--- src/rtl/histo_readout_packer_if.sv ---
// Control, histogram and byte-stream signals between the readout packer and its
// neighbours: the requester, the histogram stage and the serial TX consumer.
interface histo_readout_packer_if #(
  parameter int unsigned NHIST = 8
);
  logic                  start;
  logic [3:0]            start_ch;
  logic [4:0]            nchans;
  logic                  clear_after;
  logic [32*NHIST-1:0]   histosin;
  logic [7:0]            histostosend;
  logic                  resethist;
  logic [7:0]            tx_data;
  logic                  tx_valid;
  logic                  tx_ready;
  logic                  busy;
  logic                  done;

  modport master (
    output start, start_ch, nchans, clear_after, histosin, tx_ready,
    input  histostosend, resethist, tx_data, tx_valid, busy, done
  );

  modport slave (
    input  start, start_ch, nchans, clear_after, histosin, tx_ready,
    output histostosend, resethist, tx_data, tx_valid, busy, done
  );
endinterface

--- src/rtl/histo_readout_packer.sv ---
// Steps the histogram channel select over a window, captures each channel's words
// and emits them as 35-byte framed records (0xA5, channel, words MSB-first, XOR).
module histo_readout_packer #(
  parameter int unsigned NCHAN  = 16,
  parameter int unsigned NHIST  = 8,
  parameter int unsigned SETTLE = 3
) (
  input  logic                   clk_adc,
  input  logic                   rst,
  histo_readout_packer_if.slave  bus
);

  localparam int unsigned CW = $clog2(SETTLE) + 1;
  localparam int unsigned WW = $clog2(NHIST);
  localparam logic [5:0]  LAST_B = 6'(4 * NHIST + 2);

  typedef enum logic [2:0] {
    IDLE,
    SELECT,
    CAPTURE,
    SEND,
    CLEAR,
    DONE
  } state_e;

  state_e                   state_q, state_d;
  logic [3:0]               ch_q, ch_d;
  logic [4:0]               k_q, k_d;
  logic [4:0]               n_q, n_d;
  logic                     clr_q, clr_d;
  logic [CW-1:0]            cnt_q, cnt_d;
  logic [5:0]               b_q, b_d;
  logic [NHIST-1:0][31:0]   words_q, words_d;
  logic [3:0]               hts_q, hts_d;
  logic [7:0]               tx_data_q, tx_data_d;
  logic                     tx_valid_q, tx_valid_d;
  logic                     resethist_q, resethist_d;
  logic                     done_q, done_d;
  logic                     busy_q, busy_d;

  logic                     hshake;
  logic [4:0]               n_clamped;
  logic [5:0]               widx;
  logic [31:0]              sel_word;
  logic [7:0]               word_byte;
  logic [7:0]               csum;

  assign hshake    = tx_valid_q && bus.tx_ready;
  assign n_clamped = (bus.nchans > 5'(NCHAN)) ? 5'(NCHAN) : bus.nchans;

  always_comb begin
    state_d = state_q;
    ch_d    = ch_q;
    k_d     = k_q;
    n_d     = n_q;
    clr_d   = clr_q;
    cnt_d   = cnt_q;
    b_d     = b_q;
    words_d = words_q;

    case (state_q)
      IDLE: begin
        if (bus.start) begin
          ch_d  = bus.start_ch;
          k_d   = '0;
          n_d   = n_clamped;
          clr_d = bus.clear_after;
          cnt_d = '0;
          state_d = (n_clamped == '0) ? DONE : SELECT;
        end
      end
      SELECT: begin
        if (cnt_q == CW'(SETTLE - 1)) begin
          state_d = CAPTURE;
        end else begin
          cnt_d = cnt_q + 1'b1;
        end
      end
      CAPTURE: begin
        words_d = bus.histosin;
        b_d     = '0;
        state_d = SEND;
      end
      SEND: begin
        if (hshake) begin
          if (b_q == LAST_B) begin
            if (5'(k_q + 5'd1) < n_q) begin
              ch_d    = ch_q + 4'd1;
              k_d     = k_q + 5'd1;
              cnt_d   = '0;
              state_d = SELECT;
            end else begin
              // CLEAR is always passed through so done lands at the same cycle
              // whether or not the clear pulse is requested.
              state_d = CLEAR;
            end
          end else begin
            b_d = b_q + 6'd1;
          end
        end
      end
      CLEAR:   state_d = DONE;
      DONE:    state_d = IDLE;
      default: state_d = IDLE;
    endcase
  end

  // Outputs are registered from the next state so they line up with the state itself.
  always_comb begin
    widx     = b_d - 6'd2;
    sel_word = words_d[widx[WW+1:2]];
    case (widx[1:0])
      2'd0:    word_byte = sel_word[31:24];
      2'd1:    word_byte = sel_word[23:16];
      2'd2:    word_byte = sel_word[15:8];
      default: word_byte = sel_word[7:0];
    endcase

    csum = 8'hA5 ^ {4'h0, ch_d};
    for (int unsigned w = 0; w < NHIST; w++) begin
      csum = csum ^ words_d[w][31:24] ^ words_d[w][23:16] ^ words_d[w][15:8] ^ words_d[w][7:0];
    end

    tx_valid_d = (state_d == SEND);
    tx_data_d  = '0;
    if (state_d == SEND) begin
      if (b_d == 6'd0) begin
        tx_data_d = 8'hA5;
      end else if (b_d == 6'd1) begin
        tx_data_d = {4'h0, ch_d};
      end else if (b_d == LAST_B) begin
        tx_data_d = csum;
      end else begin
        tx_data_d = word_byte;
      end
    end

    hts_d       = (state_d == SELECT) ? ch_d : hts_q;
    resethist_d = (state_d == CLEAR) && clr_q;
    done_d      = (state_d == DONE);
    busy_d      = (state_d != IDLE);
  end

  always_ff @(posedge clk_adc) begin
    if (rst) begin
      state_q     <= IDLE;
      ch_q        <= '0;
      k_q         <= '0;
      n_q         <= '0;
      clr_q       <= 1'b0;
      cnt_q       <= '0;
      b_q         <= '0;
      words_q     <= '0;
      hts_q       <= '0;
      tx_data_q   <= '0;
      tx_valid_q  <= 1'b0;
      resethist_q <= 1'b0;
      done_q      <= 1'b0;
      busy_q      <= 1'b0;
    end else begin
      state_q     <= state_d;
      ch_q        <= ch_d;
      k_q         <= k_d;
      n_q         <= n_d;
      clr_q       <= clr_d;
      cnt_q       <= cnt_d;
      b_q         <= b_d;
      words_q     <= words_d;
      hts_q       <= hts_d;
      tx_data_q   <= tx_data_d;
      tx_valid_q  <= tx_valid_d;
      resethist_q <= resethist_d;
      done_q      <= done_d;
      busy_q      <= busy_d;
    end
  end

  assign bus.histostosend = {4'h0, hts_q};
  assign bus.tx_data      = tx_data_q;
  assign bus.tx_valid     = tx_valid_q;
  assign bus.resethist    = resethist_q;
  assign bus.done         = done_q;
  assign bus.busy         = busy_q;

endmodule

--- src/flat_wrapper.sv ---
// flat-port wrapper written by rule: the top's interface ports become plain ports
module histo_readout_packer_flat 
#(
  parameter int unsigned NCHAN  = 16,
  parameter int unsigned NHIST  = 8,
  parameter int unsigned SETTLE = 3
)
  (clk_adc, rst, bus_start, bus_start_ch, bus_nchans, bus_clear_after, bus_histosin, bus_tx_ready, bus_histostosend, bus_resethist, bus_tx_data, bus_tx_valid, bus_busy, bus_done);
  histo_readout_packer_if #(.NHIST(NHIST)) bus_i ();
  input  logic clk_adc;
  input  logic rst;
  input wire logic [$bits(bus_i.start)-1:0] bus_start;
  input wire logic [$bits(bus_i.start_ch)-1:0] bus_start_ch;
  input wire logic [$bits(bus_i.nchans)-1:0] bus_nchans;
  input wire logic [$bits(bus_i.clear_after)-1:0] bus_clear_after;
  input wire logic [$bits(bus_i.histosin)-1:0] bus_histosin;
  input wire logic [$bits(bus_i.tx_ready)-1:0] bus_tx_ready;
  output wire logic [$bits(bus_i.histostosend)-1:0] bus_histostosend;
  output wire logic [$bits(bus_i.resethist)-1:0] bus_resethist;
  output wire logic [$bits(bus_i.tx_data)-1:0] bus_tx_data;
  output wire logic [$bits(bus_i.tx_valid)-1:0] bus_tx_valid;
  output wire logic [$bits(bus_i.busy)-1:0] bus_busy;
  output wire logic [$bits(bus_i.done)-1:0] bus_done;
  assign bus_i.start = bus_start;
  assign bus_i.start_ch = bus_start_ch;
  assign bus_i.nchans = bus_nchans;
  assign bus_i.clear_after = bus_clear_after;
  assign bus_i.histosin = bus_histosin;
  assign bus_i.tx_ready = bus_tx_ready;
  assign bus_histostosend = bus_i.histostosend;
  assign bus_resethist = bus_i.resethist;
  assign bus_tx_data = bus_i.tx_data;
  assign bus_tx_valid = bus_i.tx_valid;
  assign bus_busy = bus_i.busy;
  assign bus_done = bus_i.done;
  histo_readout_packer #(.NCHAN(NCHAN), .NHIST(NHIST), .SETTLE(SETTLE)) u_core (.clk_adc(clk_adc), .rst(rst), .bus(bus_i));
endmodule
--- config.mk ---
export PLATFORM = sky130hd
export DESIGN_NAME = histo_readout_packer_flat
export DESIGN_NICKNAME = d
export VERILOG_FILES = /design/src/rtl/histo_readout_packer_if.sv /design/src/rtl/histo_readout_packer.sv /design/src/flat_wrapper.sv
export SDC_FILE = /design/constraint.sdc
export NUM_CORES = 1
export LEC_CHECK = 0
export BUFFER_PORTS_ARGS = -buffer_cell sky130_fd_sc_hd__buf_2
export CAP_MARGIN = 20
export CORE_UTILIZATION = 53
export DETAILED_ROUTE_END_ITERATION = 12
export GPL_TIMING_DRIVEN = 0
export PLACE_DENSITY = 0.78
export REMOVE_ABC_BUFFERS = 1
export SLEW_MARGIN = 30
export SYNTH_ARGS = -nofsm -noshare
export SYNTH_HDL_FRONTEND = slang
export SYNTH_SLANG_ARGS = --single-unit
--- constraint.sdc ---
create_clock -name clk_adc -period 4.4 [get_ports clk_adc]
set_input_delay 0.66 -clock clk_adc [delete_from_list [all_inputs] [get_ports clk_adc]]
set_output_delay 0.66 -clock clk_adc [all_outputs]
set_load 0.005 [all_outputs]
==> run metrics <==
Sink Count=between 200 and 300; skew final=13.1 ps; synth unique cells=between 70 and 80; Slew @ Worst Pin=between 800 and 900 ps; remaining global-route overflow=0; Final Instance Area=about 0.023 mm^2; CTS buffer count=36; fin crit period=about 4100 ps; min-delay worst type=in -> reg; required time of the critical path=about 4800 ps; die outline width=roughly 190 um; Initial Util=a little over half; CP max FO=36; Final WS setup=about 260 ps; Async SR Flop Fraction=0%; Placement Rows=between 60 and 70; Bufs on Longest Clock Path=3; Post-Syn Instances=~2.3k; GR Util All Layers=just over 30%; pins over their slew limit=0; Top FF cell, synth=dfxtp_1; Post-DP Area=around 0.021 mm^2; status=finished, final reports clean; Layout Nets=2792; fill count=approximately 2.8k; Iter 0 DRT Violations=1286; CTS tree=done; drt via density=5.75; Core Region=between 0.03 and 0.04 mm^2; initial antenna violation count=17; first-pass GRT wire length=between 80000 and 90000 um; Hold-fix buffers, CTS=0; H-Tree Depth=2; largest net degree at the start of global routing=roughly 110; worst endpoint data arrival time=between 4000 and 5000 ps; clock insertion delay at the later pin of the skew report=about 530 ps; Final Hold Violating Endpoints=0; synthesis-stage register bit count=roughly 300; Peak VDD IR=374 uV; PnR Total Power=between 6000 and 7000 uW; number of synthesized flops with an enable pin=0; max-cap viol count=0; post-DP HPWL=about 41000 um; Routed WL=approximately 56000 um; Die Ht=191 um; Setup TNS=0 ps; total die area=around 0.036 mm^2; Leakage=0.00823 uW; FF-to-FF path depth=16; post-synthesis sequential area ratio=a little under a third; dpl ws=-1050 ps; Antenna Nets Post-Route=0; via count=17.3k; drt wl/cell=18.6 um; Setup crit end kind=flop; Ys Warns=0; Root Driver=clkbuf_16; endpoints failing setup=0; Fmax achieved=roughly 240 MHz; Placer Congestion=about 0.86; Critical Path Source Type=flop; Period Utilization, post-route=between 90% and 100%; Port Buf Inserts=~290; vias in the first global route=16.9k; I/O Pins=290; Pre-antenna DRT Iters=5; ratio of cells with drive above 1 in the final layout=roughly a fifth; Rel. slew slack=approximately two fifths; syn_area_per_cell=8.32 um^2; critical path class=reg -> reg; hold depth=3; post-synthesis instance area=between 0.015 and 0.02 mm^2; Hold WS=approximately 380 ps; clock slew at reported path FFs=about 60 ps; DR DRC count=0; P&R area growth vs syn=19.7%; RSZ-0062 raised after global routing=false; Pwr Density=roughly 290 mW/mm^2
## where the power goes
| group | switching (uW) | total, uW | internal (uW) |
|---|---|---|---|
| clock | 1240 | 3150 | 1910 |
| sequential | 19.6 | 2750 | 2730 |
| combinational | 299 | 541 | 242 |
## path summary, 6_finish.rpt
check | from | endpoint | slack (ps)
min reg2reg | u_core.clr_q | u_core.clr_q | 450
max | u_core.b_q[0] | u_core.bus.tx_data[3] | 260
max reg2reg | u_core.b_q[0] | u_core.bus.tx_data[3] | 260
min | bus_clear_after | u_core.clr_q | 380
## routing by layer
metal  wire [um]  vias to the layer above  GRT usage, %
met5          75                        -             0
met4        2100                       12          13.0
met3        4180                      150          6.48
met2       27200                      657          51.4
met1       22300                     8251          36.8
li1            -                     8230             -
## cell families (layout without fill, tap and decap cells)
kind of cell	after synthesis	after routing	synth area share (%)
fa+ha+maj	11	11	0.730
simple gates	773	773	17.2
flops	299	299	31.7
xor+xnor	388	388	18.2
other cells	1	20	0.0199
compound gates	418	418	12.8
buf+inv	163	431	4.07
mux	215	215	15.3
## layout by cell type (no fill, tap or decap), drive strengths merged, types with 5 or more instances in the layout
master,instances
nand4,10
nor2b,14
o21ai,38
or2,5
nand3,29
nor3,18
a22oi,9
and2,7
inv,15
and3,10
nor3b,6
dfxtp,299
mux2i,155
nand2,424
nor2,225
a21oi,286
xnor2,237
buf,352
diode,16
nand2b,7
clkinv,5
ha,11
clkbuf,52
a211oi,15
mux4,59
xor2,151
o22ai,11
o211ai,6
a2111oi,6
a31oi,14
## registers in the layout (all words and copies together), names as in the netlist
register	cells
u_core.n_q	5
u_core.b_q	6
u_core.hts_q	4
u_core.clr_q	1
u_core.state_q	3
u_core.bus.busy	1
u_core.bus.done	1
u_core.ch_q	4
u_core.words_q	256
u_core.cnt_q	3
u_core.bus.tx_data	8
u_core.bus.tx_valid	1
u_core.bus.resethist	1
u_core.k_q	5
## cell usage after synthesis, drive strengths merged (7+ instances only)
master,instances,area [um^2]
mux2i,155,1550
o21ai,38,190
dfxtp,299,5990
xor2,151,1330
inv,13,48.8
nor3,18,100
a31oi,14,87.6
and2,7,43.8
a21oi,286,1430
o22ai,11,68.8
nand2b,7,43.8
xnor2,237,2090
nor2,225,845
ha,11,138
and3,10,62.6
nand2,424,1590
nand4,10,62.6
mux4,59,1330
nor2b,14,87.6
buf,82,462
a211oi,15,113
clkbuf,68,256
a22oi,9,67.6
nand3,29,163
## through the flow
step,std cells,utilization [%]
6_report,3010,64.9
5_1_grt,3002,64.8
4_1_cts,2993,64.7
3_5_place_dp,2918,60.7
3_3_place_gp,2861,57.9
2_1_floorplan,2121,-
## critical path: stages (launching register included)
cell       delay [ps]
dfxtp_1           470
inv_1              80
ha_1              220
and4bb_1          270
a2111oi_2         490
a311oi_4           90
buf_6             190
ha_4              190
nor4_4            290
or2_4             230
buf_12            250
mux4_2            240
mux2i_1            90
a32o_1            300
a221oi_2          220
nand4_1           130
o32ai_1           270
## layout make-up
cell class	instances	area, um^2	area share, %
inverter	13	48.8	0.216
antenna	16	40.0	0.177
clock inverter	14	189	0.837
sequential	299	5990	26.5
multi-input combinational	1809	12300	54.3
timing repair buffer	352	2430	10.8
clock buffer	52	1050	4.66
tap	455	569	2.52
## what timing repair did
action,4_1_cts,5_1_grt
gates resized for setup,7,4
endpoints found under the setup margin,8,7
cloned,0,0
pin swaps,4,1
setup buffers,9,1
(Power assumes the default switching activity.)
